--- config.mk ---
export PLATFORM = sky130hd
export DESIGN_NAME = mod_ctrl
export DESIGN_NICKNAME = d
export VERILOG_FILES = /design/src/rtl/mod_pkg.sv /design/src/rtl/mod_ctrl.sv
export SDC_FILE = /design/constraint.sdc
export NUM_CORES = 1
export LEC_CHECK = 0
export ABC_AREA = 1
export CAP_MARGIN = 5
export CELL_PAD_IN_SITES_DETAIL_PLACEMENT = 1
export CELL_PAD_IN_SITES_GLOBAL_PLACEMENT = 2
export CORE_MARGIN = 8
export CORE_UTILIZATION = 25
export DETAILED_ROUTE_END_ITERATION = 10
export HOLD_SLACK_MARGIN = 0.08
export PLACE_DENSITY_LB_ADDON = 0.1
export SLEW_MARGIN = 25
export SYNTH_ARGS = -nofsm -noshare
export SYNTH_HDL_FRONTEND = slang
export SYNTH_SLANG_ARGS = --single-unit
--- constraint.sdc ---
create_clock -name clk -period 5.15 [get_ports clk]
set_input_delay 0.7725 -clock clk [delete_from_list [all_inputs] [get_ports clk]]
set_output_delay 0.7725 -clock clk [all_outputs]
set_load 0.005 [all_outputs]
--- src/rtl/mod_pkg.sv ---
// Shared types and constants for the repeated-subtraction modulo unit.
package mod_pkg;

  localparam int W_DEFAULT = 32;

  typedef enum logic [1:0] {
    IDLE = 2'd0,
    LOAD = 2'd1,
    RUN  = 2'd2,
    DONE = 2'd3
  } state_t;

endpackage

--- src/rtl/mod_ctrl.sv ---
// Sequencer for mod_dp: computes a mod b and floor(a/b) by repeated subtraction,
// with divide-by-zero and iteration-limit aborts.
module mod_ctrl
  import mod_pkg::*;
#(
  parameter int MAX_ITER = 1024,
  parameter int W        = W_DEFAULT
) (
  input  logic         clk,
  input  logic         reset,
  input  logic         start,
  input  logic [W-1:0] op_a,
  input  logic [W-1:0] op_b,
  output logic         busy,
  output logic         done,
  output logic [W-1:0] remainder,
  output logic [W-1:0] quotient,
  output logic         err_div0,
  output logic         err_timeout,
  output logic [W-1:0] dp_a,
  output logic [W-1:0] dp_b,
  output logic         dp_load_a,
  output logic         dp_subtract,
  input  logic [W-1:0] dp_temp,
  input  logic         dp_lt
);

  localparam logic [W-1:0] MAX_Q = W'(MAX_ITER);

  state_t       state, state_nxt;
  logic [W-1:0] a_q, b_q;
  logic         at_limit;

  // quotient doubles as the iteration counter; it can never exceed MAX_Q
  assign at_limit = (quotient == MAX_Q);

  assign dp_a = a_q;
  assign dp_b = b_q;

  always_ff @(posedge clk or posedge reset) begin
    if (reset) state <= IDLE;
    else       state <= state_nxt;
  end

  always_comb begin
    state_nxt   = state;
    dp_load_a   = 1'b0;
    dp_subtract = 1'b0;
    done        = 1'b0;
    case (state)
      IDLE: begin
        if (start) state_nxt = (op_b != '0) ? LOAD : DONE;
      end
      LOAD: begin
        dp_load_a = 1'b1;
        state_nxt = RUN;
      end
      RUN: begin
        if (dp_lt || at_limit) state_nxt = DONE;
        else                   dp_subtract = 1'b1;
      end
      DONE: begin
        done      = 1'b1;
        state_nxt = IDLE;
      end
      default: state_nxt = IDLE;
    endcase
  end

  // Operand latches and result registers; a_q/b_q only move on an accepted start
  always_ff @(posedge clk or posedge reset) begin
    if (reset) begin
      a_q         <= '0;
      b_q         <= '0;
      busy        <= 1'b0;
      remainder   <= '0;
      quotient    <= '0;
      err_div0    <= 1'b0;
      err_timeout <= 1'b0;
    end else begin
      case (state)
        IDLE: begin
          if (start) begin
            a_q         <= op_a;
            b_q         <= op_b;
            quotient    <= '0;
            err_timeout <= 1'b0;
            busy        <= 1'b1;
            err_div0    <= (op_b == '0);
            if (op_b == '0) remainder <= '0;
          end
        end
        RUN: begin
          if (dp_lt) begin
            remainder <= dp_temp;
          end else if (at_limit) begin
            err_timeout <= 1'b1;
            remainder   <= dp_temp;
          end else begin
            quotient <= quotient + 1'b1;
          end
        end
        DONE: busy <= 1'b0;
        default: ;
      endcase
    end
  end

endmodule

==> summary.md <==
| Metric | Value |
|---|---|
| Via count | approximately 6300 |
| Dpl cell area | around 9300 sq um |
| GP Congestion | around 0.76 |
| Fin Setup TNS | 0 ns |
| First-pass GRT wire length | 39.36 mm |
| Max clock buf depth | 2 |
| Drt via density | between 4 and 5 |
| Initial Utilization | roughly 25% |
| Final min period | ~3.1 ns |
| Iter 0 DRT Violations | around 250 |
| Count leader, synth | nand2_1 |
| Clk slew on worst S/H paths | roughly 0.06 ns |
| Clock skew | between 0.01 and 0.015 ns |
| Final Slew Violations | 0 |
| Grt ovf | 0 |
| Layout net count | about 1200 |
| Row count | 60 |
| Die width | roughly 180 microns |
| Worst slew margin | roughly 32% |
| Skew-Pair Late Insertion Delay | between 0.4 and 0.5 ns |
| Core Footprint | 26580 sq um |
| Vias in the first global route | just under 7000 |
| Routed WL | 24.53 mm |
| Footprint of the multi-input gates | ~2800 sq um |
| Synth Area per Inst | 7.475 sq um |
| Number of port buffers | roughly 230 |
| Max Freq | 318.3 MHz |
| Fillers | approximately 3200 |
| Worst-Margin Slew | 1.018 ns |
| Register bit count reported by yosys | between 100 and 150 |
| Final Cycle Share | 61.01% |
| Drt wl/cell | 16.65 microns |
| Crit path arrival time | about 2.4 ns |
| Clock sink count | roughly 130 |
| Reg area | approximately 3300 sq um |
| Sequential fraction of the synthesis area | 49.80% |
| Final setup fails | 0 |
| Final hold vios | 0 |
| Post-synth EDFFs | 0 |
| Area Growth Syn to Fin | 48.06% |
| Commonest cells in the netlist | nand2_1 (405), dfrtp_1 (133), inv_1 (85) |
| DIE AREA | about 32000 sq um |
| Setup ws final | about 2.0 ns |
| Initial antenna violation count | 3 |
| Max-cap violations | 0 |
| Total CTS buffers | 17 |
| Crit path kind | in -> out |
| Mapped Nets | 1000 |
| Mapped cell area | about 6700 sq um |
| Pin count of the biggest net entering global routing | 78 |
| Hold Buf Count CTS | 0 |
| Proportion of netlist area held by the largest area contributor | roughly 50% |
| Prevailing post-synth register cell | dfrtp_1 |
| Pleak | just under 5 nW |
| CP Capture Type | primary output |
| Cell taking the most area after synthesis | dfrtp_1 |
| Cell area after layout | approximately 10000 sq um |
| Unique cell type count in the Yosys netlist | 28 |
| DP HPWL | approximately 18 mm |
| Worst Path Required | approximately 4.4 ns |
| Ys async rst share | 100.0% |
| Gr usage total | about 15% |
| Ant diodes | 0 |
| DRC | 0 |
| Antenna Nets Post-Route | 0 |
| First-pass DRT Iterations | 6 |
| DP Worst Slack | about 1.8 ns |
| RSZ-0062 raised after global routing | false |
| Max VDD drop | approximately 0.20 mV |
| Status | finished, final reports clean |
| PwrDens | about 470 nW/um^2 |
| Fraction of layout cells with a size suffix above 1 | roughly 6.3% |
| CTS tree | done |
| CTS H-tree depth | 4 |
| # Post-CTS Setup Buffers | 0 |
| WHS | approximately 0.47 ns |
| Critical Path Fanout Max | 3 |
| Post-Syn Instances | around 890 |
| Worst Setup Start Kind | input pin |
| Clock Tree Root | clkbuf_16 |
| Resize count post-CTS | 0 |
| Ports | 234 |
| Yosys warns | 0 |
| Largest cells by area after synthesis | dfrtp_1 (50%), nand2_1 (23%), inv_1 (4.8%), nand3_1 (4.7%), nor2_1 (4.3%) |
| Worst min-delay path category | reg -> reg |
| Die Y | between 150 and 200 microns |
==> area by class of cell <==
cell class              count  share of cell area (%)
clock buffers              18                   4.439
repair buffers            239                   24.03
inverters                  88                   3.389
multi-input cells         641                   28.73
flip-flops and latches    133                   33.64
clock inverters            13                   1.467
well taps                 341                   4.312
==> where the power goes <==
group          total (mW)  switching [mW]  internal [mW]
clock                1.24           0.508          0.730
sequential           1.63           0.210           1.42
combinational        1.79           0.878          0.914
==> per-layer routing <==
metal | track usage, % | part of all wire (%)
met1 | 17.20 | 41
met4 | 2.968 | 0.86
met5 | 0 | 0.15
met2 | 25.44 | 47
met3 | 8.750 | 11
==> sequential cells by signal, indices dropped and copies added (netlist names) <==
register / flops
dp_b: 32
busy: 1
quotient: 32
state: 2
err_div0: 1
remainder: 32
dp_a: 32
err_timeout: 1
==> final timing paths <==
| kind | startpoint | to | slack (ns) | cells after the start |
|---|---|---|---|---|
| setup / recovery | dp_lt | dp_subtract | 2.01 | 4 |
| hold / removal | remainder[26]$_DFFE_PP0P_ | remainder[26]$_DFFE_PP0P_ | 0.47 | 2 |
| setup reg to reg | state[0]$_DFFE_PP0P_ | remainder[19]$_DFFE_PP0P_ | 2.52 | 8 |
| hold reg to reg | remainder[26]$_DFFE_PP0P_ | remainder[26]$_DFFE_PP0P_ | 0.47 | 2 |
| max in group asynchronous | reset | dp_b[18]$_DFFE_PP0P_ | 3.34 | 3 |
| min in group asynchronous | reset | dp_a[31]$_DFFE_PP0P_ | 0.86 | 2 |
==> layout by cell type, fill, tap and decap left out, types with 2 or more instances in the layout <==
| cell type | instances |
|---|---|
| nor2_1 | 77 |
| clkdlybuf4s50_1 | 233 |
| bufinv_16 | 2 |
| nand2_2 | 4 |
| inv_6 | 6 |
| nor3_1 | 2 |
| o21ai_2 | 12 |
| clkinvlp_4 | 3 |
| nor2_4 | 3 |
| inv_2 | 3 |
| nor2_2 | 6 |
| xor2_1 | 19 |
| nand4_1 | 3 |
| o21ai_0 | 24 |
| ha_1 | 5 |
| a21oi_1 | 3 |
| nand3_1 | 63 |
| clkbuf_16 | 17 |
| inv_1 | 84 |
| o21ai_1 | 7 |
| dfrtp_1 | 133 |
| nand2_1 | 405 |
| buf_4 | 6 |
| clkinv_2 | 2 |
==> stage by stage <==
stage	power, mW	cells	utilization (%)
after floorplan	2.361	894	-
after global placement	3.473	1442	35.03
after detailed placement	3.490	1442	35.03
after CTS	4.776	1473	37.23
final	4.657	1473	37.23
after global routing	5.015	1473	37.23
==> logic make-up after synthesis <==
| family | Yosys count | share of synthesized area (%) |
|---|---|---|
| buffers and inverters | 120 | 7.695 |
| DFF | 133 | 49.80 |
| xor gates and xnor gates | 19 | 2.490 |
| and+or+nand+nor | 568 | 34.43 |
| AOI/OAI and AO/OA | 48 | 4.456 |
| adders and majority gates | 6 | 1.123 |
==> worst max-delay path: stages <==
cell	delay, ns
clkdlybuf4s50_1	0.46
or2_2	0.34
nor2_4	0.21
clkdlybuf4s50_1	0.58
Power figures use the tool's default switching activity.
